==> config.mk <==
export PLATFORM = sky130hd
export DESIGN_NAME = mem_access_unit
export DESIGN_NICKNAME = d
export VERILOG_FILES = /design/src/rtl/mau_pkg.sv /design/src/rtl/mau_lane_align.sv /design/src/rtl/mem_access_unit.sv
export SDC_FILE = /design/constraint.sdc
export NUM_CORES = 1
export LEC_CHECK = 0
export BUFFER_PORTS_ARGS = -buffer_cell sky130_fd_sc_hd__buf_4
export CORE_MARGIN = 2
export CORE_UTILIZATION = 49
export CTS_BUF_LIST = sky130_fd_sc_hd__clkbuf_8
export DETAILED_ROUTE_END_ITERATION = 16
export PLACE_DENSITY = 0.93
export SETUP_SLACK_MARGIN = 0.05
export SLEW_MARGIN = 20
export SYNTH_ARGS = -nofsm -noshare
export SYNTH_HDL_FRONTEND = slang
export SYNTH_SLANG_ARGS = --single-unit
==> constraint.sdc <==
create_clock -name clk -period 5.3 [get_ports clk]
set_input_delay 1.06 -clock clk [delete_from_list [all_inputs] [get_ports clk]]
set_output_delay 1.06 -clock clk [all_outputs]
set_load 0.02 [all_outputs]
==> src/rtl/mau_pkg.sv <==
// mau_pkg: shared definitions for the memory access unit.
//   SZ_*        access size encodings (2'd3 is reserved and always errors)
//   mau_state_t sequencer state encoding
package mau_pkg;

  localparam logic [1:0] SZ_BYTE = 2'd0;
  localparam logic [1:0] SZ_HALF = 2'd1;
  localparam logic [1:0] SZ_WORD = 2'd2;

  typedef enum logic [2:0] {
    IDLE,
    LOAD,
    STORE,
    RMW_RD,
    RMW_WR,
    DONE
  } mau_state_t;

endpackage

==> src/rtl/mau_lane_align.sv <==
// mau_lane_align: combinational little-endian lane logic for sub-word access.
//   word      in  32  memory word (read data for loads, old word for RMW)
//   off       in  2   byte offset within the word
//   size      in  2   access size (SZ_BYTE / SZ_HALF / SZ_WORD)
//   sign_ext  in  1   sign-extend extracted lane, else zero-extend
//   sub_data  in  16  store value; byte stores use bits [7:0]
//   load_val  out 32  extracted and extended load value
//   merged    out 32  word with the addressed lane replaced by sub_data
module mau_lane_align
  import mau_pkg::*;
(
  input  logic [31:0] word,
  input  logic [1:0]  off,
  input  logic [1:0]  size,
  input  logic        sign_ext,
  input  logic [15:0] sub_data,
  output logic [31:0] load_val,
  output logic [31:0] merged
);

  logic [7:0]  byte_v;
  logic [15:0] half_v;

  always_comb begin
    byte_v   = word[{off, 3'b000} +: 8];
    half_v   = word[{off[1], 4'b0000} +: 16];
    load_val = word;
    merged   = word;
    case (size)
      SZ_BYTE: begin
        load_val                     = {{24{sign_ext & byte_v[7]}}, byte_v};
        merged[{off, 3'b000} +: 8]   = sub_data[7:0];
      end
      SZ_HALF: begin
        load_val                     = {{16{sign_ext & half_v[15]}}, half_v};
        merged[{off[1], 4'b0000} +: 16] = sub_data;
      end
      default: ;
    endcase
  end

endmodule

==> src/rtl/mem_access_unit.sv <==
// mem_access_unit: multi-cycle sequencer between the CPU and a unified
// instruction/data memory (combinational read, write on clock edge).
// Optional build macro: MAU_SUBWORD_EN enables byte/half loads and
// read-modify-write byte/half stores; without it only word accesses work.
//   clk, reset            clock, async active-high reset
//   req/ifetch/we/size/sign_ext/addr/wdata   request, sampled in IDLE
//   busy, done, err       status; err qualifies done
//   ir, mdr               instruction / memory data registers
//   Address, Write_data, MemRead, MemWrite, Mem_data   memory port
module mem_access_unit
  import mau_pkg::*;
(
  input  logic        clk,
  input  logic        reset,
  input  logic        req,
  input  logic        ifetch,
  input  logic        we,
  input  logic [1:0]  size,
  input  logic        sign_ext,
  input  logic [31:0] addr,
  input  logic [31:0] wdata,
  output logic        busy,
  output logic        done,
  output logic        err,
  output logic [31:0] ir,
  output logic [31:0] mdr,
  output logic [31:0] Address,
  output logic [31:0] Write_data,
  output logic        MemRead,
  output logic        MemWrite,
  input  logic [31:0] Mem_data
);

  mau_state_t  state_q, state_d;
  logic [31:2] addr_q;
  logic [31:0] wdata_q;
  logic        ifetch_q;
  logic        err_q;
  logic        misaligned;
  logic [31:0] load_word;
  logic        accept;

  assign accept = (state_q == IDLE) && req;

`ifdef MAU_SUBWORD_EN
  logic [1:0]  off_q;
  logic [1:0]  size_q;
  logic        sext_q;
  logic [31:0] old_q;
  logic [31:0] lane_word;
  logic [31:0] merged;

  // Fetches are always words; reserved size 3 is reported as misaligned.
  always_comb begin
    misaligned = 1'b1;
    if (ifetch) misaligned = |addr[1:0];
    else begin
      case (size)
        SZ_BYTE: misaligned = 1'b0;
        SZ_HALF: misaligned = addr[0];
        SZ_WORD: misaligned = |addr[1:0];
        default: misaligned = 1'b1;
      endcase
    end
  end

  // One lane unit serves both paths: extract from live read data in LOAD,
  // merge into the captured old word in RMW_WR.
  assign lane_word = (state_q == RMW_WR) ? old_q : Mem_data;

  mau_lane_align u_lane_align (
    .word     (lane_word),
    .off      (off_q),
    .size     (size_q),
    .sign_ext (sext_q),
    .sub_data (wdata_q[15:0]),
    .load_val (load_word),
    .merged   (merged)
  );

  always_ff @(posedge clk or posedge reset) begin
    if (reset) begin
      off_q  <= '0;
      size_q <= SZ_WORD;
      sext_q <= 1'b0;
      old_q  <= '0;
    end else begin
      if (accept) begin
        off_q  <= addr[1:0];
        size_q <= ifetch ? SZ_WORD : size;
        sext_q <= sign_ext;
      end
      if (state_q == RMW_RD) old_q <= Mem_data;
    end
  end
`else
  // Word-only build: anything but an aligned word is an error.
  always_comb begin
    misaligned = ifetch ? |addr[1:0] : ((size != SZ_WORD) || |addr[1:0]);
  end
  assign load_word = Mem_data;
  logic unused_sign_ext;
  assign unused_sign_ext = sign_ext;
`endif

  always_comb begin
    state_d = state_q;
    case (state_q)
      IDLE: begin
        if (req) begin
          if (misaligned)             state_d = DONE;
          else if (ifetch || !we)     state_d = LOAD;
          else if (size == SZ_WORD)   state_d = STORE;
`ifdef MAU_SUBWORD_EN
          else                        state_d = RMW_RD;
`else
          else                        state_d = DONE;
`endif
        end
      end
      LOAD:    state_d = DONE;
      STORE:   state_d = DONE;
`ifdef MAU_SUBWORD_EN
      RMW_RD:  state_d = RMW_WR;
      RMW_WR:  state_d = DONE;
`endif
      DONE:    state_d = IDLE;
      default: state_d = IDLE;
    endcase
  end

  always_comb begin
    MemRead    = 1'b0;
    MemWrite   = 1'b0;
    Write_data = '0;
    case (state_q)
      LOAD:  MemRead = 1'b1;
      STORE: begin
        MemWrite   = 1'b1;
        Write_data = wdata_q;
      end
`ifdef MAU_SUBWORD_EN
      RMW_RD: MemRead = 1'b1;
      RMW_WR: begin
        MemWrite   = 1'b1;
        Write_data = merged;
      end
`endif
      default: ;
    endcase
  end

  assign Address = {addr_q, 2'b00};
  assign busy    = (state_q != IDLE);
  assign done    = (state_q == DONE);
  assign err     = (state_q == DONE) && err_q;

  always_ff @(posedge clk or posedge reset) begin
    if (reset) begin
      state_q  <= IDLE;
      addr_q   <= '0;
      wdata_q  <= '0;
      ifetch_q <= 1'b0;
      err_q    <= 1'b0;
      ir       <= '0;
      mdr      <= '0;
    end else begin
      state_q <= state_d;
      if (accept) begin
        addr_q   <= addr[31:2];
        wdata_q  <= wdata;
        ifetch_q <= ifetch;
        err_q    <= misaligned;
      end
      if (state_q == LOAD) begin
        if (ifetch_q) ir  <= Mem_data;
        else          mdr <= load_word;
      end
    end
  end

endmodule

==> results.md <==
* Tot Pwr at 4631 µW
* Final antenna diode count at 0
* Core Region at 0.01032 mm²
* Final-report setup violation count at 0
* Fraction of layout cells with a size suffix above 1 at 57.98%
* Worst setup startpoint: state_q[1]
* Initial antenna violation count at 0
* Final nets at between 600 and 700
* CTS buffer count at 17
* CTS Buffer Depth at 2
* All-Layer GR Usage at 21.51%
* Post-DP Area at 0.007036 mm²
* Tcrit/Tclk final at 52.53%
* Net Switching at approximately 1600 µW
* Drt pass-1 iters at 4
* Chip Width at 107.3 µm
* Clock power frac at 18.1%
* Total wire length at 12.14 mm
* Post-layout util at 72.08%
* # Post-CTS Setup Buffers at 0
* # DRC at 0
* Area of the multi-input gates at around 0.0018 mm²
* Detailed-route via count at 3,536
* Mapped Cells at about 330
* CP Class: flop to primary output
* Worst relative slew slack at 36.53%
* Startpoint types: flop
* Final hold vios at 0
* First-pass GRT wire length at 18.71 mm
* Vias in the first global route at between 3,000 and 4,000
* CTS tree: done
* Ports at roughly 240
* Max IR drop VDD at 0.0003395 V
* Fillers at slightly below 700
* Post-Route Skew at 0.01030 ns
* Library cells used by synthesis at 22
* Die ar. at 0.01152 mm²
* PortBufs at 233
* Post-cts resize count at 0
* DR iter-0 viols at 135
* Area Growth Syn to Fin at 42.27%
* Syn_area_per_cell at 15.75 µm²
* Synth Warn # at 0
* Routed length per placed instance at 16.88 µm
* RR Startpoint: state_q[0]
* H-tree depth at 4
* Power Density at 622.4 mW/mm²
* Outcome: finished clean
* CP required at 4.24 ns
* Worst EP arrival at 1.72 ns
* RSZ-0062 raised after global routing: false
* Sequential share of power at 38.9%
* Initial core utilization at around half
* Clock transition at path regs at 0.07 ns
* Cts hold-fix bufs at 0
* #FFs+latches synth at 131
* Vias/cell at just under 5
* GR Overflow Total at 0
* Internal power at 2994 µW
* Net Sw Frac at 35.35%
* HPWL after DPL at 9.145 mm
* Die Span Y at 107.3 µm
* Hold WC Path Type: flop to flop
* Worst Max-Slew Pin Slew at 0.9501 ns
* Max_cap viols at 0
* Clock latency on the worst-skew pair at 0.41 ns
* Largest net degree at the start of global routing at 81
* Leak Pwr at 0.003595 µW
* Tmin final at between 2 and 3 ns
* Max Fclk at 359.2 MHz
* WHS at 0.4879 ns
* Post-synth design cell area at 0.005230 mm²
* Storage element area at about 0.0033 mm²
* Worst-path fanout max at 33
* Hold Crit Start: mdr[21]
* FP Rows at 37
* Final instance area at 0.007441 mm²
* CTS root buffer: clkbuf_8
* Comb power frac at between 40 and 50%
* Setup tns final at 0 ns
* Clock sinks at 131
* Final Max Tran Viols at 0
* Seq/Total Area, Yosys at 62.68%
* Routed Antenna Nets at 0
* Placer Congestion at 0.7175
* CP endpoint kind: primary output
## final cells by class
class                      instances  area share, %
clock buffer                      19          3.514
clock inverter                    13          1.934
inverter                           1        0.08408
multi-input combinational        181          24.11
sequential                       131          44.06
tap                              136          2.287
timing repair buffer             238          24.01
## final timing paths
kind	endpoint	depth (start not counted)	slack [ns]
worst max register to register	mdr[31]	3	3.15
min in group asynchronous	ir[4]	2	0.86
worst min register to register	mdr[21]	1	0.49
max in group asynchronous	addr_q[31]	3	3.18
worst min-delay path	mdr[21]	1	0.49
worst max-delay path	Write_data[6]	4	2.52
## power groups by stage
| stage | Sequential, µW | Clock, µW | Combinational (µW) |
|---|---|---|---|
| 6_report | 1800 | 839 | 1990 |
| 5_1_grt | 1860 | 906 | 2120 |
| 4_1_cts | 1800 | 860 | 2030 |
| 3_5_place_dp | 1820 | 0 | 2020 |
| 3_3_place_gp | 1770 | 0 | 1960 |
| 2_1_floorplan | 2210 | 0 | 778 |
## flip-flops by register name, summed over array words and instances, names as in the netlist
register,cells
ir,32
mdr,32
wdata_q,32
addr_q,30
state_q,3
err_q,1
ifetch_q,1
## cell families after synthesis
family          after synthesis  share of synthesized area (%)
compound gates                6                         0.6220
buf+inv                      21                          3.493
flops                       131                          62.68
mux                         127                          27.34
other cells                   1                        0.07170
simple gates                 46                          5.789
## cells in the mapped netlist, drive strengths merged
master	number	area, µm²
nor4b	1	15.01
and2	35	219.0
and3b	1	8.760
nor2b	2	12.51
a21oi	2	10.01
and4b	1	10.01
dfrtp	131	3278
o21a	1	7.510
or3	1	6.260
mux2	127	1430
buf	17	167.7
clkbuf	3	11.26
inv	1	3.750
conb	1	3.750
nor3b	2	20.02
nand2	1	3.750
nor2	2	7.510
o21ai	3	15.01
## through the flow
stage | instances | setup slack (ns)
3_5_place_dp | 687 | 2.657
5_1_grt | 719 | 2.356
4_1_cts | 719 | 2.477
6_report | 719 | 2.516
2_1_floorplan | 333 | 0.7423
3_3_place_gp | 687 | 2.745
## routing by layer
metal | GRT usage [%] | routed length, µm | part of all wire (%)
met1 | 24.07 | 4514 | 37
met2 | 37.48 | 6482 | 53
met3 | 7.446 | 937 | 7.7
met4 | 8.627 | 200 | 1.6
met5 | 0 | 0 | 0
## cells in the final DEF, fill, tap and decap left out, types with 2 or more instances in the layout
cell and instances:
a21oi_1 2, and2_1 35, buf_4 238, bufinv_16 3, clkbuf_8 19, clkinv_2 3, clkinvlp_4 2, conb_1 2
dfrtp_1 131, inv_1 4, mux2_1 60, mux2_2 67, nor2_1 2, nor3b_2 2, o21ai_0 3
## worst max-delay path, cell delays in order (launching register included)
cell     delay, ns
dfrtp_1       0.48
nor3b_2       0.20
buf_4         0.29
and2_1        0.18
buf_4         0.14
(Power assumes the default switching activity.)
